===== config.mk =====
export PLATFORM = sky130hd
export DESIGN_NAME = pi_hsk_word_rx
export DESIGN_NICKNAME = d
export VERILOG_FILES = /design/src/rtl/pi_hsk_pkg.sv /design/src/rtl/pi_hsk_fifo.sv /design/src/rtl/pi_hsk_word_rx.sv
export SDC_FILE = /design/constraint.sdc
export NUM_CORES = 1
export LEC_CHECK = 0
export ABC_AREA = 0
export CAP_MARGIN = 20
export CELL_PAD_IN_SITES_DETAIL_PLACEMENT = 1
export CELL_PAD_IN_SITES_GLOBAL_PLACEMENT = 2
export CORE_MARGIN = 2
export CORE_UTILIZATION = 50
export CTS_CLUSTER_SIZE = 20
export DETAILED_ROUTE_END_ITERATION = 8
export DONT_BUFFER_PORTS = 1
export GPL_TIMING_DRIVEN = 1
export PLACE_DENSITY_LB_ADDON = 0.1
export SYNTH_ARGS = -nofsm -noshare
export SYNTH_HDL_FRONTEND = slang
export SYNTH_SLANG_ARGS = --single-unit
export TNS_END_PERCENT = 10

===== constraint.sdc =====
create_clock -name clk -period 8 [get_ports clk]
set_clock_uncertainty 0.05 [all_clocks]
set_input_delay 1.6 -clock clk [delete_from_list [all_inputs] [get_ports clk]]
set_output_delay 1.6 -clock clk [all_outputs]
set_load 0.01 [all_outputs]

===== src/rtl/pi_hsk_pkg.sv =====
// Shared types and defaults for the Raspberry Pi PMOD word receiver.
// The optional partial-word timeout is enabled by the HSK_TIMEOUT_EN macro (see pi_hsk_word_rx).
package pi_hsk_pkg;

    typedef enum logic {
        IDLE = 1'b0,
        ACK  = 1'b1
    } hsk_state_t;

    localparam int DEF_DATA_W      = 8;
    localparam int DEF_SYNC_STAGES = 2;
    localparam int DEF_BEATS       = 4;
    localparam int DEF_FIFO_DEPTH  = 4;
    localparam int DEF_TIMEOUT_CYC = 1_000_000;

    function automatic int fifo_count_w(input int depth);
        return $clog2(depth) + 1;
    endfunction

endpackage


===== src/rtl/pi_hsk_fifo.sv =====
// Show-ahead word FIFO: head entry is presented combinationally, zero when empty.
// DEPTH must be a power of two so the pointers wrap naturally.
module pi_hsk_fifo
    import pi_hsk_pkg::*;
#(
    parameter int WIDTH = DEF_DATA_W * DEF_BEATS,
    parameter int DEPTH = DEF_FIFO_DEPTH
) (
    input  logic                            clk,
    input  logic                            reset,
    input  logic                            push,
    input  logic [WIDTH-1:0]                push_data,
    input  logic                            pop,
    output logic [WIDTH-1:0]                pop_data,
    output logic                            full,
    output logic                            empty,
    output logic [fifo_count_w(DEPTH)-1:0]  count
);

    localparam int PTR_W = $clog2(DEPTH);
    localparam int CNT_W = fifo_count_w(DEPTH);

    logic [WIDTH-1:0] mem [DEPTH];
    logic [PTR_W-1:0] wr_ptr;
    logic [PTR_W-1:0] rd_ptr;
    logic             do_push;
    logic             do_pop;

    assign full     = (count == CNT_W'(DEPTH));
    assign empty    = (count == '0);
    assign do_push  = push && !full;
    assign do_pop   = pop && !empty;
    assign pop_data = empty ? '0 : mem[rd_ptr];

    always_ff @(posedge clk) begin
        if (do_push) begin
            mem[wr_ptr] <= push_data;
        end
    end

    always_ff @(posedge clk or posedge reset) begin
        if (reset) begin
            wr_ptr <= '0;
            rd_ptr <= '0;
            count  <= '0;
        end else begin
            if (do_push) begin
                wr_ptr <= wr_ptr + 1'b1;
            end
            if (do_pop) begin
                rd_ptr <= rd_ptr + 1'b1;
            end
            case ({do_push, do_pop})
                2'b10:   count <= count + 1'b1;
                2'b01:   count <= count - 1'b1;
                default: count <= count;
            endcase
        end
    end

endmodule


===== src/rtl/pi_hsk_word_rx.sv =====
// Pi PMOD receive front-end: strobe synchroniser, 4-phase req/ack FSM, beat assembly into a word FIFO.
// Define HSK_TIMEOUT_EN to discard a partial word after TIMEOUT_CYC idle cycles.
//
//   state | meaning
//   IDLE  | fpga_hsk low, waiting for synchronised request and room for the beat
//   ACK   | fpga_hsk high, beat captured, waiting for the Pi to drop its request
module pi_hsk_word_rx
    import pi_hsk_pkg::*;
#(
    parameter int DATA_W      = DEF_DATA_W,
    parameter int SYNC_STAGES = DEF_SYNC_STAGES,
    parameter int BEATS       = DEF_BEATS,
    parameter int FIFO_DEPTH  = DEF_FIFO_DEPTH,
    parameter int TIMEOUT_CYC = DEF_TIMEOUT_CYC
) (
    input  logic                                 clk,
    input  logic                                 reset,
    input  logic                                 pi_hsk_raw,
    input  logic [DATA_W-1:0]                    pmod_data,
    output logic                                 fpga_hsk,
    output logic [DATA_W*BEATS-1:0]              word_data,
    output logic                                 word_valid,
    input  logic                                 word_ready,
    output logic [fifo_count_w(FIFO_DEPTH)-1:0]  fifo_count,
    output logic                                 timeout_err
);

    localparam int WORD_W = DATA_W * BEATS;
    localparam int BEAT_W = (BEATS > 1) ? $clog2(BEATS) : 1;

    logic [SYNC_STAGES-1:0] sync_q;
    logic                   hsk_s;
    hsk_state_t             state;
    logic [BEAT_W-1:0]      beat_cnt;
    logic [WORD_W-1:0]      asm_q;
    logic [WORD_W-1:0]      asm_next;
    logic                   last_beat;
    logic                   capture;
    logic                   push;
    logic                   fifo_full;
    logic                   fifo_empty;
    logic                   tmo_fire;

    always_ff @(posedge clk or posedge reset) begin
        if (reset) begin
            sync_q <= '0;
        end else begin
            sync_q <= {sync_q[SYNC_STAGES-2:0], pi_hsk_raw};
        end
    end

    assign hsk_s     = sync_q[SYNC_STAGES-1];
    assign last_beat = (beat_cnt == BEAT_W'(BEATS - 1));
    // The last beat is only acknowledged when the word has somewhere to go.
    assign capture   = (state == IDLE) && hsk_s && (!last_beat || !fifo_full);
    assign push      = capture && last_beat;

    always_comb begin
        asm_next = asm_q;
        asm_next[beat_cnt*DATA_W +: DATA_W] = pmod_data;
    end

    always_ff @(posedge clk or posedge reset) begin
        if (reset) begin
            state    <= IDLE;
            fpga_hsk <= 1'b0;
            beat_cnt <= '0;
            asm_q    <= '0;
        end else if (capture) begin
            state    <= ACK;
            fpga_hsk <= 1'b1;
            asm_q    <= asm_next;
            beat_cnt <= last_beat ? '0 : beat_cnt + 1'b1;
        end else if (state == ACK && !hsk_s) begin
            state    <= IDLE;
            fpga_hsk <= 1'b0;
        end else if (tmo_fire) begin
            beat_cnt <= '0;
        end
    end

`ifdef HSK_TIMEOUT_EN
    localparam int TMO_W = $clog2(TIMEOUT_CYC + 1);

    logic [TMO_W-1:0] tmo_cnt;
    logic             tmo_run;

    assign tmo_run  = (state == IDLE) && (beat_cnt != '0) && !hsk_s;
    assign tmo_fire = tmo_run && (tmo_cnt == TMO_W'(TIMEOUT_CYC - 1));

    always_ff @(posedge clk or posedge reset) begin
        if (reset) begin
            tmo_cnt     <= '0;
            timeout_err <= 1'b0;
        end else begin
            timeout_err <= tmo_fire;
            if (capture || tmo_fire) begin
                tmo_cnt <= '0;
            end else if (tmo_run) begin
                tmo_cnt <= tmo_cnt + 1'b1;
            end
        end
    end
`else
    logic unused_timeout;

    assign unused_timeout = ^TIMEOUT_CYC;
    assign tmo_fire       = 1'b0;
    assign timeout_err    = 1'b0;
`endif

    pi_hsk_fifo #(
        .WIDTH (WORD_W),
        .DEPTH (FIFO_DEPTH)
    ) u_fifo (
        .clk       (clk),
        .reset     (reset),
        .push      (push),
        .push_data (asm_next),
        .pop       (word_ready),
        .pop_data  (word_data),
        .full      (fifo_full),
        .empty     (fifo_empty),
        .count     (fifo_count)
    );

    assign word_valid = !fifo_empty;

endmodule


# Word level (Yosys, flattened, before mapping)
# Memory sizes are Yosys's and may differ from the RTL's.
# Index checks and enable logic that the tools add are counted.
# classes
eq_ne,4
reduce_logical,14
bitwise_logic,1
n_div,0
shift,2
n_mux,8
order_cmp,0
n_mul,0
n_addsub,6
# ops
op,n
$neg A5 Y34,1
$shift A8 B34 Y32 const A,1
$shiftx A8 B34 Y32,1
$bwmux W32,1
$mux W32,1
$add A2 B1 Y2 const B,3
$logic_and A1 B1 Y1,6
$pmux W3 S2,1
$eq A2 B2 Y1 const B,2
$logic_not A1 Y1,4
$mux W1,4
$reduce_bool A2 Y1,2
$add A3 B1 Y3 const B,1
$eq A3 B3 Y1 const B,1
$logic_not A3 Y1,1
$sub A3 B1 Y3 const B,1
$eq A2 B1 Y1 const B,1
$mux W2,1
$logic_or A1 B1 Y1,1
$not A1 Y1,1
# totals
ramBits,128
latch_bits,0
mem_bits_ro,0
register_bits,44
output_inout_bits,38
inputBits,12
wordCells,43
n_memories,1
# memory_table
name,words,width,rd,rd_clocked_by_memory_dff,wr,line,text
u_fifo.mem,4,32,1,0,1,pi_hsk_fifo.sv:23,logic [WIDTH-1:0] mem [DEPTH];

# Depth between registers and ports, before layout
# logic_depth
word_depth,8
mapped_depth,10
ltp_nobuf,8

# Cells and area by module
# Synthesis repeated with hierarchy kept, for this count alone.
# hier_totals
cells_unflattened,413
hier_area_um2,7269.5
# modules_own_cells
module,instances,cells_per_inst,area_per_inst_um2,seq_area_each_um2
pi_hsk_fifo,1,242,5295.1,4018.9
pi_hsk_word_rx,1,171,1974.4,925.9

# Worst setup path after synthesis
# OpenSTA, ideal clock, no wires.
# synth_path
path_type,reg2out
from,reg u_fifo.count[0]
to,out word_data[22]
arrival_time_ns,1.351
path_stages_with_launch,5
required_ns,6.350
setup_slack_ns,4.999
path_buffers,2
cell_sequence,dfrtp_1 -> or3_1 -> clkbuf_1 -> clkbuf_1 -> and2_1
# synth_via
elab_chain_len,2
# synth_lines
item,line,text
start: declaration,pi_hsk_fifo.sv:17,output logic [fifo_count_w(DEPTH)-1:0] count
start signal: assignment,pi_hsk_fifo.sv:54,2'b10: count <= count + 1'b1;
start signal: assignment,pi_hsk_fifo.sv:55,2'b01: count <= count - 1'b1;
start signal: assignment,pi_hsk_fifo.sv:56,default: count <= count;
$logic_not A3 Y1,pi_hsk_fifo.sv:30,assign empty = (count == '0);
$mux W32,pi_hsk_fifo.sv:33,assign pop_data = empty ? '0 : mem[rd_ptr];
end: declaration,pi_hsk_word_rx.sv:21,"output logic [DATA_W*BEATS-1:0] word_data,"
# No other way between the ends.

# Worst setup path after layout
# layout_path
from,reg u_fifo.rd_ptr[0]
to,out word_data[31]
# layout_via
elab_chain_len,2
# layout_lines
item,line,text
start: declaration,pi_hsk_fifo.sv:25,logic [PTR_W-1:0] rd_ptr;
start signal: assignment,pi_hsk_fifo.sv:51,rd_ptr <= rd_ptr + 1'b1;
$mem_v2 Z4 W32,n/a,
$mux W32,pi_hsk_fifo.sv:33,
# No other way between the ends.

==> impl_summary.md <==
Synth
Yosys mapped a number of flops with a built-in enable equal to 128. After synthesis, the cell types taking the most area are edfxtp_1 (53%), dfrtp_1 (15%), mux4_2 (10%). The unique cell type count in the Yosys netlist is 36. Averaged over all synthesized cells, the footprint is 16.2 sq um. Counting flops with an async set or reset pin after synthesis yields a share of 25.6%. Sequential elements use 68.3% of the synthesized area.

After technology mapping, the gate count stands at 446. The area share of the largest cell type after synthesis is 53.1%. The synthesized design spends more area on one cell type than any other, namely edfxtp_1. Synthesis inferred 172 register bits. The count of yosys warnings during synthesis is 0. The net count after synthesis is 469. The most common flop cell mapped by yosys is edfxtp_1. In this run the cell area of the synthesized design comes to 7240 sq um.

Hold path
Along the worst hold path, the cell count comes to 0. For hold timing, the worst endpoint is sync_q[1]. The worst min-delay path class is flip-flop to flip-flop. The hold path startpoint is sync_q[0].

Clocking
The maximum buffer depth of the clock tree is 2. Hold repair after CTS inserted 0 buffers. The number of gates resized after CTS was 0.

The CTS H-tree depth is 4. The total CTS buffers is 17. The tree built by TritonCTS fans out to 172 sinks. The post-CTS setup-driven buffer insertion count is 0.

The buffer type at the clock tree root is clkbuf_16. The TritonCTS clock tree is built. The clock latency on the worst-skew pair is roughly 0.43 ns.

After clock tree synthesis, the clock-pin slew on the worst setup and hold paths is 0.06 ns.

Floorplan
The initial utilization of the core area, before any placement, comes to approximately half. After floorplanning, the core was divided into 43 placement rows. The die area is 15500 sq um. The number of ports placed on the die boundary is 50. The y dimension of the die is roughly 120 um. The core footprint is about 14000 sq um.

The horizontal extent of the die is roughly 120 um.

Setup path
The critical path startpoint category is a flip-flop. The length in cells of the worst reg-to-reg path is 4. The buffer and inverter count on the worst path is 1. The critical path starts at u_fifo.rd_ptr[0]. The slack of the worst reg-to-reg path is ~4.7 ns. Data on the critical path arrives at its endpoint at 2.37 ns.

Walking the worst path, the cells encountered are buf_4, mux4_2, and2_1. The kind of cell with the highest combined delay along the critical path is flip-flops. The worst setup path is captured at an output pin.

The largest individual stage delay along the critical path comes from the cell dfrtp_2. At the worst endpoint, the required time is around 6.4 ns. In this run the critical register-to-register path is launched from state. Along the worst path, the maximum fanout reaches 22. In this design, the stage delay of the slowest critical-path cell is 0.62 ns. The worst setup path is of the flip-flop to output pin kind. The capture instance of the worst register-to-register path is u_fifo.mem[2][17].

Cells and area
The multi-input combinational cell area is 1930 sq um. The fraction of layout cells with a size suffix above 1 is a little under a fifth. In the layout the commonest cells are edfxtp_1 (128), dfrtp_1 (43), a22o_1 (40). The layout has around 1300 filler cells. The post-synthesis to final-layout area growth is 10.3%. The commonest non-fill, non-tap cell in the layout is edfxtp_1. 0 antenna diodes ended up in the layout. The number of nets in the finished design is between 400 and 500.

The number of non-filler instances in the completed layout is 635. The sequential cell area is 4950 sq um.

Global routing
Global routing used 20.5% of the available tracks across all layers. Entering global routing, the biggest net connects 45 pins. The via count of the first global-routing pass came to 4031.

The met3 layer usage reported by global route is 5.54%. The initial antenna violation count came to 0. The first global-routing pass estimated roughly 24000 um of wire. The layer flagged by global routing as most heavily used is met2. The met2 track demand over resource in global routing is 32.5%. Summed over all layers, the global routing overflow is 0.

The global routing met1 resource utilization is 27.8%.

Power and ir drop
The final total power is 2.88 mW. Power spread over the standard cell area amounts to 360 nW/um^2. The share of total power dissipated in the clock network is 30.2%. In this run the power spent charging and discharging nets is 0.859 mW. The worst-case IR drop observed on VDD is 153 uV. Registers are responsible for 43.5% of the overall power. The share of power burned in combinational logic is 26.3%. In this run switching power makes up 29.9% of total power. The internal portion of the total power is 2.02 mW. The total leakage power is 2.88 nW.

Routing
The number of iterations in the first detailed-routing pass is 4. The number of vias per cell is 5.76. The routed layout has 3660 vias.

The DRC violation total after the first TritonRoute iteration is 280. For this run, design rule violations remaining after detail routing come to 0. After detailed routing, the average wire length per cell comes to 23.0 um. The final layout contains routed wiring with a total length of 14600 um. The detail route stage leaves a number of antenna-violating nets equal to 0.

Timing
Setup repair after global routing left no endpoint under its margin. In this run the tightest slew margin relative to its limit is 32.3%. After layout, the minimum clock period comes to 4.02 ns. The achievable frequency is about 250 MHz. For the pin with the worst max-slew slack, the measured transition is 1.01 ns. The count of pins over their slew limit is 0.

The setup TNS is 0 ns. The number of hold-slack violations in the final timing report is 0. The final period utilization is between 50% and 60%. The setup violation total in the final timing report is 0.

Flow run
The tool flagged a number of max-cap violations equal to 0.

Run status
The flow ran to the end, and the final reports show no timing, DRC or antenna violations.

Placement
Once placement completed, the tool counted placed cells totaling 601. During placement, the flow inserted port buffers numbering 0. The wire-length estimate of the detail-placed layout is around 9300 um.

The congestion estimate from routability-driven global placement came to between 0.7 and 0.8.
power by group through the flow:
stage / Sequential [mW] / Clock, mW / Combinational [mW]
final: 1.25 / 0.870 / 0.756
after global routing: 1.27 / 0.918 / 0.837
after CTS: 1.26 / 0.882 / 0.772
after detailed placement: 1.27 / 0 / 0.767
after global placement: 1.27 / 0 / 0.739
after floorplan: 1.21 / 0 / 0.675
synthesized netlist by cell type (all sizes together), types with 4 or more instances:
| cell | number |
|---|---|
| dfrtp | 44 |
| and2 | 33 |
| inv | 36 |
| and3 | 4 |
| o21ai | 26 |
| ha | 10 |
| clkbuf | 6 |
| nor2 | 5 |
| edfxtp | 128 |
| a22o | 40 |
| nand2 | 25 |
| buf | 28 |
| nand3 | 6 |
| mux4 | 32 |
flip-flops by register name, summed over array words and instances (netlist names):
register / flops
asm_q: 32
beat_cnt: 2
state: 1
sync_q: 2
u_fifo.count: 3
u_fifo.mem: 128
u_fifo.rd_ptr: 2
u_fifo.wr_ptr: 2
worst max path at each step:
stage,end,slack (ns),cells after the start
after floorplan,word_data[22],5.00,4
after global placement,word_data[31],4.36,3
after detailed placement,word_data[26],4.35,3
after CTS,word_data[26],3.89,3
after global routing,word_data[31],3.78,3
final,word_data[31],3.98,3
logic make-up (layout without fill, tap and decap cells):
logic type | after synthesis | after routing | synth area share, %
adder cells (fa/ha/maj) | 11 | 11 | 2.00
flip-flops | 172 | 172 | 68.3
buffers and inverters | 71 | 80 | 5.20
AND/OR/NAND/NOR | 83 | 83 | 6.63
other | 1 | 1 | 0.0518
AO/OA/AOI/OAI | 68 | 68 | 6.86
multiplexers | 34 | 34 | 10.2
XOR/XNOR | 6 | 6 | 0.726
per-layer routing:
layer / share of wire (%) / up-vias / wire length [um]
met1: 45 / 1938 / 6580
met2: 49 / 60 / 7230
li1: - / 1647 / -
met3: 4.1 / 15 / 606
met5: 0 / - / 0
met4: 1.5 / 0 / 216
cell type report:
type | count | area share (%)
inverters | 37 | 1.74
clock buffers | 18 | 5.50
flip-flops and latches | 172 | 61.9
well taps | 180 | 2.82
repair buffers | 11 | 1.47
clock inverters | 14 | 2.41
multi-input cells | 203 | 24.2
through the flow:
| step | cell area, sq um | worst slack, ns | utilization [%] | hold slack [ns] |
|---|---|---|---|---|
| after detailed placement | 7330 | 4.35 | 52.4 | 0.288 |
| after global routing | 7990 | 3.78 | 57.1 | 0.307 |
| after floorplan | 7240 | 5.00 | - | 0.281 |
| final | 7990 | 3.98 | 57.1 | 0.300 |
| after global placement | 7300 | 4.36 | 52.2 | 0.283 |
| after CTS | 7960 | 3.89 | 56.9 | 0.303 |
(Power assumes the default switching activity.)
